===== config.mk =====
export PLATFORM = sky130hd
export DESIGN_NAME = serial_nibble_comparator_flat
export DESIGN_NICKNAME = d
export VERILOG_FILES = /design/src/rtl/serial_nibble_comparator_pkg.sv /design/src/rtl/serial_nibble_comparator_if.sv /design/src/rtl/serial_nibble_comparator_cell.sv /design/src/rtl/serial_nibble_comparator.sv /design/src/flat_wrapper.sv
export SDC_FILE = /design/constraint.sdc
export NUM_CORES = 1
export LEC_CHECK = 0
export ABC_AREA = 1
export BUFFER_PORTS_ARGS = -buffer_cell sky130_fd_sc_hd__buf_2
export CAP_MARGIN = 15
export CORE_MARGIN = 5
export CORE_UTILIZATION = 45
export DETAILED_ROUTE_END_ITERATION = 10
export PLACE_DENSITY_LB_ADDON = 0.1
export SYNTH_ARGS = -nofsm -noshare
export SYNTH_HDL_FRONTEND = slang
export SYNTH_SLANG_ARGS = --single-unit
export TNS_END_PERCENT = 100

===== constraint.sdc =====
create_clock -name clk -period 2.1 [get_ports clk]
set_input_delay 0.525 -clock clk [delete_from_list [all_inputs] [get_ports clk]]
set_output_delay 0.525 -clock clk [all_outputs]
set_load 0.02 [all_outputs]

===== src/rtl/serial_nibble_comparator_pkg.sv =====
// Shared definitions for the serial nibble comparator: nibble width, FSM states,
// and index sizing helper.
package serial_nibble_comparator_pkg;

  localparam int unsigned NIBBLE_W = 4;

  typedef enum logic [1:0] {
    CMP_IDLE = 2'd0,
    CMP_RUN  = 2'd1,
    CMP_DONE = 2'd2
  } cmp_state_e;

  // Index counter width: $clog2 of the nibble count, but never narrower than 1 bit.
  function automatic int unsigned idx_width(input int unsigned nibbles);
    int unsigned w;
    w = $clog2(nibbles);
    return (w < 1) ? 1 : w;
  endfunction

endpackage


===== src/rtl/serial_nibble_comparator_if.sv =====
// Start/busy/done handshake plus operand and result-flag signals of the comparator.
interface serial_nibble_comparator_if #(
  parameter int unsigned WIDTH = 16
);

  logic             start;
  logic [WIDTH-1:0] op1;
  logic [WIDTH-1:0] op2;
  logic             busy;
  logic             done;
  logic             greater;
  logic             equal;
  logic             less;

  modport master (
    output start, op1, op2,
    input  busy, done, greater, equal, less
  );

  modport slave (
    input  start, op1, op2,
    output busy, done, greater, equal, less
  );

endinterface


===== src/rtl/serial_nibble_comparator_cell.sv =====
// One step of the MSB-first compare cascade: folds a single nibble comparison
// into the running greater/equal/less flags.
module nibble_cascade_cell
  import serial_nibble_comparator_pkg::*;
(
  input  logic [NIBBLE_W-1:0] a,
  input  logic [NIBBLE_W-1:0] b,
  input  logic                is_signed,
  input  logic                prev_g,
  input  logic                prev_e,
  input  logic                prev_l,
  output logic                g,
  output logic                e,
  output logic                l
);

  logic cur_gt;
  logic cur_lt;
  logic cur_eq;

  always_comb begin
    cur_eq = (a == b);
    if (is_signed) begin
      cur_gt = ($signed(a) > $signed(b));
      cur_lt = ($signed(a) < $signed(b));
    end else begin
      cur_gt = (a > b);
      cur_lt = (a < b);
    end
    // A decision made on a more significant nibble masks the opposite outcome.
    g = prev_g | (cur_gt & ~prev_l);
    l = prev_l | (cur_lt & ~prev_g);
    e = prev_e & cur_eq;
  end

endmodule


===== src/rtl/serial_nibble_comparator.sv =====
// Multi-cycle signed comparator: walks the operands one nibble per clock, MSB
// nibble first, and stops as soon as the ordering is decided.
module serial_nibble_comparator
  import serial_nibble_comparator_pkg::*;
#(
  parameter int unsigned WIDTH = 16
) (
  input logic                     clk,
  input logic                     rst,
  serial_nibble_comparator_if.slave bus
);

  localparam int unsigned NIBBLES = WIDTH / NIBBLE_W;
  localparam int unsigned IDX_W   = idx_width(NIBBLES);
  localparam logic [IDX_W-1:0] IDX_MAX = IDX_W'(NIBBLES - 1);

  cmp_state_e       state_q, state_d;
  logic [WIDTH-1:0] op1_q, op1_d;
  logic [WIDTH-1:0] op2_q, op2_d;
  logic [IDX_W-1:0] idx_q, idx_d;
  logic             g_q, g_d;
  logic             e_q, e_d;
  logic             l_q, l_d;
  logic             busy_q, busy_d;
  logic             done_q, done_d;
  logic             greater_q, greater_d;
  logic             equal_q, equal_d;
  logic             less_q, less_d;

  logic [NIBBLE_W-1:0] a_nib;
  logic [NIBBLE_W-1:0] b_nib;
  logic                is_sign_nib;
  logic                cell_g;
  logic                cell_e;
  logic                cell_l;

  always_comb begin
    a_nib       = op1_q[NIBBLE_W*idx_q +: NIBBLE_W];
    b_nib       = op2_q[NIBBLE_W*idx_q +: NIBBLE_W];
    is_sign_nib = (idx_q == IDX_MAX);
  end

  nibble_cascade_cell u_cell (
    .a         (a_nib),
    .b         (b_nib),
    .is_signed (is_sign_nib),
    .prev_g    (g_q),
    .prev_e    (e_q),
    .prev_l    (l_q),
    .g         (cell_g),
    .e         (cell_e),
    .l         (cell_l)
  );

  always_comb begin
    state_d   = state_q;
    op1_d     = op1_q;
    op2_d     = op2_q;
    idx_d     = idx_q;
    g_d       = g_q;
    e_d       = e_q;
    l_d       = l_q;
    greater_d = greater_q;
    equal_d   = equal_q;
    less_d    = less_q;

    unique case (state_q)
      CMP_IDLE, CMP_DONE: begin
        if (bus.start) begin
          op1_d   = bus.op1;
          op2_d   = bus.op2;
          idx_d   = IDX_MAX;
          g_d     = 1'b0;
          e_d     = 1'b1;
          l_d     = 1'b0;
          state_d = CMP_RUN;
        end else begin
          state_d = CMP_IDLE;
        end
      end
      CMP_RUN: begin
        g_d = cell_g;
        e_d = cell_e;
        l_d = cell_l;
        if ((idx_q == '0) || cell_g || cell_l) begin
          state_d   = CMP_DONE;
          greater_d = cell_g;
          equal_d   = cell_e;
          less_d    = cell_l;
        end else begin
          idx_d = idx_q - 1'b1;
        end
      end
      default: state_d = CMP_IDLE;
    endcase

    busy_d = (state_d == CMP_RUN);
    done_d = (state_d == CMP_DONE);
  end

  always_ff @(posedge clk or posedge rst) begin
    if (rst) begin
      state_q   <= CMP_IDLE;
      op1_q     <= '0;
      op2_q     <= '0;
      idx_q     <= '0;
      g_q       <= 1'b0;
      e_q       <= 1'b0;
      l_q       <= 1'b0;
      busy_q    <= 1'b0;
      done_q    <= 1'b0;
      greater_q <= 1'b0;
      equal_q   <= 1'b0;
      less_q    <= 1'b0;
    end else begin
      state_q   <= state_d;
      op1_q     <= op1_d;
      op2_q     <= op2_d;
      idx_q     <= idx_d;
      g_q       <= g_d;
      e_q       <= e_d;
      l_q       <= l_d;
      busy_q    <= busy_d;
      done_q    <= done_d;
      greater_q <= greater_d;
      equal_q   <= equal_d;
      less_q    <= less_d;
    end
  end

  assign bus.busy    = busy_q;
  assign bus.done    = done_q;
  assign bus.greater = greater_q;
  assign bus.equal   = equal_q;
  assign bus.less    = less_q;

endmodule


===== src/flat_wrapper.sv =====
// flat-port wrapper written by rule: the top's interface ports become plain ports
module serial_nibble_comparator_flat import serial_nibble_comparator_pkg::*;
#(
  parameter int unsigned WIDTH = 16
)
  (clk, rst, bus_start, bus_op1, bus_op2, bus_busy, bus_done, bus_greater, bus_equal, bus_less);
  serial_nibble_comparator_if #(.WIDTH(WIDTH)) bus_i ();
  input logic clk;
  input logic rst;
  input wire logic [$bits(bus_i.start)-1:0] bus_start;
  input wire logic [$bits(bus_i.op1)-1:0] bus_op1;
  input wire logic [$bits(bus_i.op2)-1:0] bus_op2;
  output wire logic [$bits(bus_i.busy)-1:0] bus_busy;
  output wire logic [$bits(bus_i.done)-1:0] bus_done;
  output wire logic [$bits(bus_i.greater)-1:0] bus_greater;
  output wire logic [$bits(bus_i.equal)-1:0] bus_equal;
  output wire logic [$bits(bus_i.less)-1:0] bus_less;
  assign bus_i.start = bus_start;
  assign bus_i.op1 = bus_op1;
  assign bus_i.op2 = bus_op2;
  assign bus_busy = bus_i.busy;
  assign bus_done = bus_i.done;
  assign bus_greater = bus_i.greater;
  assign bus_equal = bus_i.equal;
  assign bus_less = bus_i.less;
  serial_nibble_comparator #(.WIDTH(WIDTH)) u_core (.clk(clk), .rst(rst), .bus(bus_i));
endmodule

==> impl_metrics.tcl <==
set metrics [dict create \
    worst_pin_slew_ps 564 \
    endpoint_kind "flip-flop" \
    intPower_mw 2.11 \
    drc 0 \
    grt_overflow 0 \
    synth_fp_nets 302 \
    wire_per_inst_um 12.8 \
    hpwl_um 3340 \
    fillers 433 \
    drt-met1-wl_um 2160 \
    p_comb_share_pct 49.2 \
    arrival_ps 2290 \
    cts_htree_levels 2 \
    clock_latency_ps 290 \
    drt_wl_total_um 4680 \
    slew-limit-headroom_pct 62.3 \
    peakVddDrop_mv 0.711 \
    maxSlewViolCount 0 \
    dr.first_iter.drc_count 132 \
    syn_area_per_cell_um2 7.89 \
    yosysWarnings 0 \
    synth_compound_area_share_pct 8.20 \
    power_frac_clock_pct 15.0 \
    r2r_cells 12 \
    max_clock_freq_mhz 478 \
    hold_buffers 0 \
    fin_skew_ps 5.54 \
    p_switching_mw 1.52 \
    worstSetupPathType "flip-flop to flip-flop" \
    portBuffers 39 \
    r2r_end "u_core.idx_q[0]" \
    antenna_left 0 \
    path_max_fanout 7 \
    synth_seq_area_share_pct 53.5 \
    layout_common_cells "nand2_1 (123), dfrtp_1 (43), buf_2 (39)" \
    viasPerCell 4.91 \
    nNetsFinal 352 \
    fin_cells 364 \
    synthSimpleGateAreaFrac_pct 29.4 \
    grt_pass1_vias 1688 \
    cp_data_required_time_ps 2290 \
    root_buffer "clkbuf_8" \
    synthMuxAreaShare_pct 0 \
    cts_tree "yes" \
    dp_cells 352 \
    hold_violations 0 \
    ys_ff_latch 44 \
    ys_types 22 \
    dr.pass1.iters 4 \
    grt_pass1_wl_um 7780 \
    swShare_pct 41.9 \
    route.met3.wl_um 240 \
    io_pins 40 \
    rr_startpoint "u_core.idx_q[0]" \
    cts_sinks 44 \
    synth_xor_area_share_pct 0 \
    p_leak_nw 1.39 \
    gp_congestion 0.908 \
    drive_above_1_share_pct 25.6 \
    antenna_found_initial 0 \
    p_total_mw 3.64 \
    cts.path.max_buffers 2 \
    setup_viol 0 \
    top_layer_used "met4" \
    crit_path_start_kind "flip-flop" \
    design.die.area_um2 6030 \
    r2r_slack_ps 7 \
    numCtsBuffers 5 \
    core_um2 4380 \
    rows 24 \
    synthCells 261 \
    p_per_area_nw_per_um2 1440 \
    synth_top_family_by_area "simple AND/OR/NAND/NOR gates" \
    dieWidth_um 77.7 \
    start_util_pct 47.0 \
    diodes 0 \
    timing.final.crit_period_ps 2090 \
    cap_viol_max_count 0 \
    synth_fa_ha_area_share_pct 3.65 \
    clk_pin_slew_ps 80 \
    fin_crit_sh_pct 99.7 \
    rsz0062_at_grt "yes" \
    grtUsageTotal_pct 16.1 \
    wl_met2_um 2210 \
    syn2layout_area_growth_pct 22.9 \
    layout_commonest_cell "nand2_1" \
    grt_max_degree 39 \
    power.share.sequential_pct 35.7 \
    status "finished clean" \
    die_h_um 77.7 \
    vias 1787 \
    hold_path_class "primary input to asynchronous set/reset pin" \
    synth_area_um2 2060 \
]
registers in the layout, summed over array words and instances, names as in the netlist:
| signal | count |
|---|---|
| u_core.bus.busy | 1 |
| u_core.bus.done | 1 |
| u_core.bus.equal | 1 |
| u_core.bus.greater | 1 |
| u_core.bus.less | 1 |
| u_core.e_q | 1 |
| u_core.g_q | 1 |
| u_core.idx_q | 2 |
| u_core.l_q | 1 |
| u_core.op1_q | 16 |
| u_core.op2_q | 16 |
| u_core.state_q | 2 |
per-stage QoR:
| step | hold WS (ps) | setup TNS (ps) | instance area, um2 | utilization [%] | worst slack [ps] |
|---|---|---|---|---|---|
| 4_1_cts | 241 | 0 | 2450 | 55.8 | 5.49 |
| 3_5_place_dp | 453 | 0 | 2350 | 53.7 | 31.1 |
| 5_1_grt | 254 | -1040 | 2530 | 57.7 | -193 |
| 3_3_place_gp | 451 | 0 | 2350 | 53.7 | 54.4 |
| 6_report | 240 | 0 | 2530 | 57.7 | 7.08 |
| 2_1_floorplan | 444 | 0 | 2060 | - | 91.2 |
final cells by class:
type	instances	area (um2)	area share [%]
well taps	52	65.1	2.57
repair inverters	1	5.00	0.198
multi-input cells	189	890	35.1
inverters	18	71.3	2.82
repair buffers	52	304	12.0
clock buffers	7	86.3	3.41
clock inverters	1	7.51	0.297
flip-flops and latches	44	1100	43.5
worst max path at each step:
stage / start / to / cells after the start
after floorplan: u_core.idx_q[0] / u_core.idx_q[0] / 13
after global placement: u_core.idx_q[1] / u_core.idx_q[0] / 12
after detailed placement: u_core.idx_q[1] / u_core.idx_q[1] / 12
after CTS: u_core.idx_q[1] / u_core.idx_q[1] / 12
after global routing: u_core.idx_q[1] / u_core.idx_q[1] / 11
final: u_core.idx_q[0] / u_core.idx_q[0] / 12
power groups by stage:
stage / logic (mW) / clock network [mW] / registers, mW
after floorplan: 1.10 / 0 / 1.31
after global placement: 1.56 / 0 / 1.29
after detailed placement: 1.57 / 0 / 1.29
after CTS: 1.58 / 0.566 / 1.28
after global routing: 2.06 / 0.596 / 1.33
final: 1.79 / 0.546 / 1.30
worst max-delay path: stages (launching register included):
cell and delay (ps):
dfrtp_1 400, inv_2 60, buf_4 160, o21ai_0 180
o22ai_1 100, ha_1 300, nand2_1 70, o21ai_1 140
nand2_1 100, nor2_2 120, nand4_1 170, nand3_1 140
nand2_1 50
timing repair:
action	4_1_cts	5_1_grt
gates resized for setup	0	22
setup buffers	0	3
endpoints found under the setup margin	0	11
endpoints found under the hold margin	0	0
metal layers:
| metal | GRT usage (%) | vias to the layer above |
|---|---|---|
| li1 | - | 915 |
| met1 | 22.6 | 823 |
| met4 | 6.36 | 0 |
| met5 | 0 | - |
| met2 | 24.0 | 42 |
| met3 | 3.59 | 7 |
kinds of logic after synthesis:
family,after synthesis
AOI/OAI and AO/OA,31
buffers and inverters,28
DFF,44
and+or+nand+nor,152
adders and majority gates,6
cell usage after synthesis:
library cell,number,area share [%]
a21oi_1,4,0.97
a32o_1,1,0.49
buf_1,1,0.18
buf_2,3,0.73
clkbuf_1,6,1.1
clkinv_1,1,0.18
dfrtp_1,44,53
ha_1,6,3.6
inv_1,15,2.7
inv_2,2,0.36
nand2_1,123,22
nand2_2,2,0.61
nand2_4,1,0.55
nand3_1,5,1.2
nand3_2,1,0.49
nand4_1,2,0.61
nor2_1,16,2.9
nor2_2,2,0.61
o21ai_0,20,4.9
o21ai_1,1,0.24
o21ai_2,1,0.43
o22ai_1,4,1.2
Note: power is estimated with default switching activity, not from simulation.
